## config.mk

```make
export PLATFORM = sky130hd
export DESIGN_NAME = fp16_sum_seq_flat
export DESIGN_NICKNAME = d
export VERILOG_FILES = /design/src/rtl/fp16_pkg.sv /design/src/rtl/fp16_sum_seq_if.sv /design/src/rtl/fp16_sum_tag_pipe.sv /design/src/rtl/fp16_sum_seq.sv /design/src/flat_wrapper.sv
export SDC_FILE = /design/constraint.sdc
export NUM_CORES = 1
export LEC_CHECK = 0
export ABC_AREA = 1
export BUFFER_PORTS_ARGS = -buffer_cell sky130_fd_sc_hd__buf_4
export CORE_MARGIN = 1
export CORE_UTILIZATION = 30
export DETAILED_ROUTE_END_ITERATION = 7
export PLACE_DENSITY = 0.54
export SYNTH_ARGS = -nofsm -noshare
export SYNTH_HDL_FRONTEND = slang
export SYNTH_SLANG_ARGS = --single-unit
```

## constraint.sdc

```tcl
create_clock -name clk -period 4.3 [get_ports clk]
set_input_delay 0.86 -clock clk [delete_from_list [all_inputs] [get_ports clk]]
set_output_delay 0.86 -clock clk [all_outputs]
set_load 0.02 [all_outputs]
```

## src/rtl/fp16_pkg.sv

```systemverilog
// Shared float helpers and sequencer state encoding for the fp16_sum block.
package fp16_pkg;

  function automatic int exp_w(input int width);
    return (width == 16) ? 5 : (width == 32) ? 8 : 11;
  endfunction

  function automatic int mant_w(input int width);
    return width - 1 - exp_w(width);
  endfunction

  function automatic int bias(input int width);
    return (1 << (exp_w(width) - 1)) - 1;
  endfunction

  localparam logic [15:0] P_ZERO = 16'h0000;
  localparam logic [15:0] N_ZERO = 16'h8000;
  localparam logic [15:0] QNAN   = 16'h7E00;

  typedef enum logic [1:0] {ACCUM, DRAIN, MERGE, OUT} sum_state_e;

endpackage

```

## src/rtl/fp16_sum_seq_if.sv

```systemverilog
// Element stream, sum stream and adder operand/result bundle for fp16_sum_seq.
// out_count exists only when FP16_SUM_CNT_EN is defined.
interface fp16_sum_seq_if #(
  parameter int WIDTH = 16,
  parameter int CNT_W = 16
);
  logic             in_valid;
  logic             in_ready;
  logic [WIDTH-1:0] in_data;
  logic             in_last;
  logic             out_valid;
  logic             out_ready;
  logic [WIDTH-1:0] out_data;
  logic [WIDTH-1:0] add_a;
  logic [WIDTH-1:0] add_b;
  logic [WIDTH-1:0] add_result;
`ifdef FP16_SUM_CNT_EN
  logic [CNT_W-1:0] out_count;
`else
  localparam int unused_cnt_w = CNT_W;
`endif

  modport slave (
    input  in_valid, in_data, in_last, out_ready, add_result,
    output in_ready, out_valid, out_data, add_a, add_b
`ifdef FP16_SUM_CNT_EN
    , output out_count
`endif
  );

  modport master (
    output in_valid, in_data, in_last, out_ready, add_result,
    input  in_ready, out_valid, out_data, add_a, add_b
`ifdef FP16_SUM_CNT_EN
    , input out_count
`endif
  );

endinterface

```

## src/rtl/fp16_sum_tag_pipe.sv

```systemverilog
// Tag shift register tracking adder issues; the tail tag qualifies add_result.
module fp16_sum_tag_pipe #(
  parameter int DEPTH  = 2,
  parameter int LANE_W = 1
) (
  input  logic              clk,
  input  logic              rst,
  input  logic              in_valid,
  input  logic [LANE_W-1:0] in_lane,
  input  logic              in_merge,
  output logic              ret_valid,
  output logic [LANE_W-1:0] ret_lane,
  output logic              ret_merge
);
  typedef struct packed {
    logic              vld;
    logic [LANE_W-1:0] lane;
    logic              merge;
  } tag_t;

  tag_t             tag_in;
  tag_t [DEPTH-1:0] pipe;

  assign tag_in = '{vld: in_valid, lane: in_lane, merge: in_merge};

  always_ff @(posedge clk) begin
    if (rst) pipe <= '0;
    else     pipe <= {pipe[DEPTH-2:0], tag_in};
  end

  assign ret_valid = pipe[DEPTH-1].vld;
  assign ret_lane  = pipe[DEPTH-1].lane;
  assign ret_merge = pipe[DEPTH-1].merge;

endmodule

```

## src/rtl/fp16_sum_seq.sv

```systemverilog
// Packet sum sequencer around an external ADD_LAT-deep adder: interleaved lanes,
// then a serial lane merge. FP16_SUM_CNT_EN adds a per-packet element count.
module fp16_sum_seq
  import fp16_pkg::*;
#(
  parameter int WIDTH   = 16,
  parameter int ADD_LAT = 2,
  parameter int CNT_W   = 16
) (
  input  logic          clk,
  input  logic          rst,
  fp16_sum_seq_if.slave bus
);
  localparam int LANE_W = (ADD_LAT > 1) ? $clog2(ADD_LAT) : 1;

  localparam logic [1:0] ST_ACCUM = ACCUM;
  localparam logic [1:0] ST_DRAIN = DRAIN;
  localparam logic [1:0] ST_MERGE = MERGE;
  localparam logic [1:0] ST_OUT   = OUT;

  logic [1:0]                    state;
  logic [ADD_LAT-1:0][WIDTH-1:0] lanes;
  logic [ADD_LAT-1:0]            busy, busy_nxt;
  logic [LANE_W-1:0]             ptr, ptr_nxt;
  logic [LANE_W-1:0]             m_idx;
  logic                          m_wait;
  logic [WIDTH-1:0]              out_data_q;
  logic [WIDTH-1:0]              add_a, add_b;

  logic              ret_valid, ret_merge;
  logic [LANE_W-1:0] ret_lane;
  logic              ret_acc, ret_mrg, bypass, in_ready;
  logic              accept, m_issue, m_final, load_out, out_fire;

  fp16_sum_tag_pipe #(.DEPTH(ADD_LAT), .LANE_W(LANE_W)) u_tags (
    .clk      (clk),
    .rst      (rst),
    .in_valid (accept | m_issue),
    .in_lane  (ptr),
    .in_merge (m_issue),
    .ret_valid(ret_valid),
    .ret_lane (ret_lane),
    .ret_merge(ret_merge)
  );

  assign ret_acc  = ret_valid && !ret_merge;
  assign ret_mrg  = ret_valid && ret_merge;
  // A lane whose result lands this cycle can be reissued at once via bypass.
  assign bypass   = ret_acc && (ret_lane == ptr);
  assign in_ready = !rst && (state == ST_ACCUM) && (!busy[ptr] || bypass);
  assign accept   = bus.in_valid && in_ready;
  assign m_issue  = !rst && (state == ST_MERGE) && !m_wait;
  assign m_final  = (m_idx == LANE_W'(ADD_LAT - 1));
  assign load_out = (state == ST_MERGE) && m_wait && ret_mrg && m_final;
  assign out_fire = (state == ST_OUT) && bus.out_ready;
  assign ptr_nxt  = (ptr == LANE_W'(ADD_LAT - 1)) ? '0 : ptr + 1'b1;

  // Merges accumulate into lane 0, so operand a is always lane 0.
  always_comb begin
    add_a = '0;
    add_b = '0;
    if (accept) begin
      add_a = bypass ? bus.add_result : lanes[ptr];
      add_b = bus.in_data;
    end else if (m_issue) begin
      add_a = lanes[0];
      add_b = lanes[m_idx];
    end
  end

  always_comb begin
    busy_nxt = busy;
    if (ret_acc) busy_nxt[ret_lane] = 1'b0;
    if (accept)  busy_nxt[ptr]      = 1'b1;
  end

  always_ff @(posedge clk) begin
    if (rst) begin
      state      <= ST_ACCUM;
      lanes      <= '0;
      busy       <= '0;
      ptr        <= '0;
      m_idx      <= LANE_W'(1);
      m_wait     <= 1'b0;
      out_data_q <= '0;
    end else begin
      busy <= busy_nxt;
      if (ret_acc) lanes[ret_lane] <= bus.add_result;
      if (accept)  ptr <= ptr_nxt;
      case (state)
        ST_ACCUM: if (accept && bus.in_last) state <= ST_DRAIN;
        ST_DRAIN: if (busy_nxt == '0) begin
          state  <= ST_MERGE;
          m_idx  <= LANE_W'(1);
          m_wait <= 1'b0;
        end
        ST_MERGE: begin
          if (m_issue) begin
            m_wait <= 1'b1;
          end else if (ret_mrg) begin
            m_wait <= 1'b0;
            if (m_final) begin
              out_data_q <= bus.add_result;
              state      <= ST_OUT;
            end else begin
              lanes[0] <= bus.add_result;
              m_idx    <= m_idx + 1'b1;
            end
          end
        end
        ST_OUT: if (bus.out_ready) begin
          lanes <= '0;
          ptr   <= '0;
          state <= ST_ACCUM;
        end
        default: state <= ST_ACCUM;
      endcase
    end
  end

`ifdef FP16_SUM_CNT_EN
  logic [CNT_W-1:0] cnt, out_count_q;

  always_ff @(posedge clk) begin
    if (rst || out_fire) begin
      cnt         <= '0;
      out_count_q <= '0;
    end else begin
      if (accept && (cnt != '1)) cnt <= cnt + 1'b1;
      if (load_out) out_count_q <= cnt;
    end
  end

  assign bus.out_count = out_count_q;
`else
  localparam int unused_cnt_w = CNT_W;
`endif

  assign bus.in_ready  = in_ready;
  assign bus.out_valid = (state == ST_OUT);
  assign bus.out_data  = out_data_q;
  assign bus.add_a     = add_a;
  assign bus.add_b     = add_b;

endmodule

```

## src/flat_wrapper.sv

```systemverilog
// flat-port wrapper written by rule: the top's interface ports become plain ports
module fp16_sum_seq_flat import fp16_pkg::*;
#(
  parameter int WIDTH   = 16,
  parameter int ADD_LAT = 2,
  parameter int CNT_W   = 16
)
  (clk, rst, bus_in_valid, bus_in_data, bus_in_last, bus_out_ready, bus_add_result, bus_in_ready, bus_out_valid, bus_out_data, bus_add_a, bus_add_b);
  fp16_sum_seq_if #(.WIDTH(WIDTH), .CNT_W(CNT_W)) bus_i ();
  input  logic clk;
  input  logic rst;
  input wire logic [$bits(bus_i.in_valid)-1:0] bus_in_valid;
  input wire logic [$bits(bus_i.in_data)-1:0] bus_in_data;
  input wire logic [$bits(bus_i.in_last)-1:0] bus_in_last;
  input wire logic [$bits(bus_i.out_ready)-1:0] bus_out_ready;
  input wire logic [$bits(bus_i.add_result)-1:0] bus_add_result;
  output wire logic [$bits(bus_i.in_ready)-1:0] bus_in_ready;
  output wire logic [$bits(bus_i.out_valid)-1:0] bus_out_valid;
  output wire logic [$bits(bus_i.out_data)-1:0] bus_out_data;
  output wire logic [$bits(bus_i.add_a)-1:0] bus_add_a;
  output wire logic [$bits(bus_i.add_b)-1:0] bus_add_b;
  assign bus_i.in_valid = bus_in_valid;
  assign bus_i.in_data = bus_in_data;
  assign bus_i.in_last = bus_in_last;
  assign bus_i.out_ready = bus_out_ready;
  assign bus_i.add_result = bus_add_result;
  assign bus_in_ready = bus_i.in_ready;
  assign bus_out_valid = bus_i.out_valid;
  assign bus_out_data = bus_i.out_data;
  assign bus_add_a = bus_i.add_a;
  assign bus_add_b = bus_i.add_b;
  fp16_sum_seq #(.WIDTH(WIDTH), .ADD_LAT(ADD_LAT), .CNT_W(CNT_W)) u_core (.clk(clk), .rst(rst), .bus(bus_i));
endmodule
```

==> results by group <==
Route
  • Final antenna-violating net count: 0
  • Routed wire length per instance: 14.4 microns
  • Initial drt markers: 157
  • DR vias: 3,172
  • Drc violations: 0
  • Vias per Instance: 4.78
  • Pre-antenna DRT Iters: 4
  • Routed WL: 9550 microns

Logic synthesis
  • Synth area leader: dfxtp_1
  • Syn_nets: 494
  • Avg Synthesized Cell Area: 6.91 sq um
  • Synth cell types: 24
  • Post-Syn Instances: 452
  • Synth warnings: 0
  • Synthesized flop and latch total: 60
  • Synth area leaders: dfxtp_1, nor2_1, nand2_1
  • Sequential fraction of the synthesis area: 38.4%
  • Share of the synthesized area in the top cell type: 38.4%
  • Post-synthesis cell area: 0.00313 sq mm

Cells and area
  • Area of the multi-input gates: 0.00162 sq mm
  • Final Non-Filler Cells: 663
  • Diodes inserted: 0
  • Area delta synth->final: 29.8%
  • Register area: 0.00120 sq mm
  • Most frequent cells in the layout: buf_4, nor2_1, nand2_1
  • Fin nets: 567
  • Share of cells above drive strength 1: 25.3%
  • Final core occ: 40.7%
  • Fill cells: 1,054
  • Final instance area: 0.00406 sq mm
  • Commonest non-fill, non-tap cell in the layout: buf_4

STA
  • Worst hold slack: 0.404 ns
  • Fmax: 270 MHz
  • Worst Tran Pin Value: 1.14 ns
  • Final Setup Violations: 0
  • Tcrit/Tclk final: 86.0%
  • Final TNS setup: 0 ns
  • Slew HR: 24.0%
  • Fin crit period: 3.70 ns
  • Max Transition Viols Final: 0
  • Setup Skew: 0.00882 ns
  • Endpoints failing hold: 0
  • RSZ-0062 raised after global routing: false

Floorplanning
  • Die ar.: 0.0108 sq mm
  • Die X: 104 microns
  • Starting Density: 31.4%
  • Core Area: 0.00995 sq mm
  • Num ports: 87
  • Die Height: 104 microns
  • Cell Rows: 36

Clocking
  • H-tree levels: 3
  • CTS Buffer Depth: 2
  • Clk_lat worst skew: 0.34 ns
  • Clock transition at path regs: 0.07 ns
  • Post-CTS Setup Inserts: 0
  • TritonCTS Buffers: 9
  • Hold-fix buffers at CTS: 0
  • Post-cts resize count: 0
  • CTS root buffer: clkbuf_8
  • Clk sink count: 60
  • CTS tree: yes

Critical path
  • Crit start category: input pin
  • Crit-path cells: buf_4 -> inv_1 -> nand3_1 -> inv_2 -> nand2_1 -> a21oi_1 -> buf_4
  • Crit path from: rst
  • Worst EP arrival: 2.84 ns
  • Crit end category: output port
  • Setup CP Type: input pin to output port
  • Slowest stage cell on the critical path: inv_2
  • CP Data Required Time: 3.44 ns
  • Crit path buffers/inverters: 4
  • CP max FO: 35
  • Crit path top cell by count: buf_4
  • Worst R2R Start: u_core.state[0]
  • Largest delay share family, worst path: buffers and inverters
  • Slowest stage delay, CP: 0.56 ns

GRT
  • Gr usage total: 18.3%
  • Initial antenna violation count: 0
  • Vias in the first global route: 3,057
  • Remaining global-route overflow: 0
  • Largest net degree at the start of global routing: 36
  • Global-route wire length before repair: 15,800 microns

Power
  • Pleak: 1.77 nW
  • Peak VDD IR: 0.158 mV
  • Power Density: 464 mW/mm^2

Run status
  • Status: finished clean

Place
  • Post-Place Cell Area: 0.00385 sq mm
  • Routability congestion estimate from global placement: 0.725
  • Placed Instances: 647
  • Dpl hpwl: 6350 microns
  • Port bufs: 86

Run
  • Max capacitance violation total: 0

Hold path
  • Hold path start: u_core.u_tags.pipe[2]
  • Hold WC Path Type: register to register
[worst reg2reg max path: cells and delay by family, from the launching register on]
| kind | cells | cell delay (ns) |
|---|---|---|
| AND/OR/NAND/NOR | 5 | 1.00 |
| buffers and inverters | 3 | 0.96 |
| flip-flops | 1 | 0.35 |
| adder cells (fa/ha/maj) | 1 | 0.24 |
[cell usage after synthesis]
library cell  count
nor2_1           75
nand2_1          69
dfxtp_1          60
o21ai_0          48
inv_1            46
a21oi_1          39
nand3_1          36
clkbuf_1         18
a211oi_1         16
mux2_2           16
buf_2             8
ha_1              5
inv_2             3
buf_4             2
nand4_1           2
a21boi_1          1
a21boi_4          1
a21oi_2           1
buf_1             1
nand2_2           1
nand3_4           1
nor2_2            1
o21ai_2           1
o221ai_1          1
[metal layers]
layer / GRT usage (%) / vias to the layer above / share of wire, %
met1: 24.3 / 1437 / 46
met2: 29.3 / 110 / 47
met4: 5.92 / 0 / 0.25
met3: 4.07 / 2 / 6.8
li1: - / 1623 / -
met5: 0 / - / 0
[cells by family after synthesis]
group,Yosys count,synth area share [%]
AO/OA/AOI/OAI,108,19.5
multiplexers,16,5.76
flip-flops,60,38.4
buffers and inverters,78,9.93
adder cells (fa/ha/maj),5,2.00
AND/OR/NAND/NOR,185,24.4
[flip-flops by register name, indices dropped and copies added, names as in the netlist]
register                 flops
u_core.lanes                32
u_core.bus.out_data         16
u_core.u_tags.pipe           3
u_core.busy                  2
u_core.state                 2
u_core.m_wait                1
u_core.ptr                   1
u_core.u_tags.ret_lane       1
u_core.u_tags.ret_merge      1
u_core.u_tags.ret_valid      1
[stage by stage]
stage / setup slack (ns) / power (mW)
finish: 0.603 / 1.88
global route: 0.405 / 2.01
CTS: 0.629 / 1.89
detailed placement: 0.633 / 1.37
global placement: 0.700 / 1.36
floorplan: 1.34 / 1.14
[cell type report]
| cell class | count | area share [%] |
|---|---|---|
| inverters | 49 | 4.53 |
| clock buffers | 11 | 3.73 |
| multi-input cells | 314 | 39.9 |
| repair buffers | 91 | 16.8 |
| clock inverters | 5 | 1.23 |
| well taps | 133 | 4.10 |
| flip-flops and latches | 60 | 29.6 |
[path summary, 6_finish.rpt]
| check | end | slack, ns | cells past startpoint |
|---|---|---|---|
| min | u_core.u_tags.ret_valid | 0.40 | 2 |
| max | bus_add_b[4] | 0.60 | 7 |
| min reg2reg | u_core.u_tags.ret_valid | 0.40 | 2 |
| max reg2reg | u_core.bus.out_data[3] | 1.64 | 9 |
[power by group]
group	internal [mW]	total [mW]	switching (mW)
clock network	0.295	0.526	0.231
registers	0.617	0.653	0.0360
logic	0.269	0.702	0.433
total	1.18	1.88	0.700
Note: power is estimated with default switching activity, not from simulation.
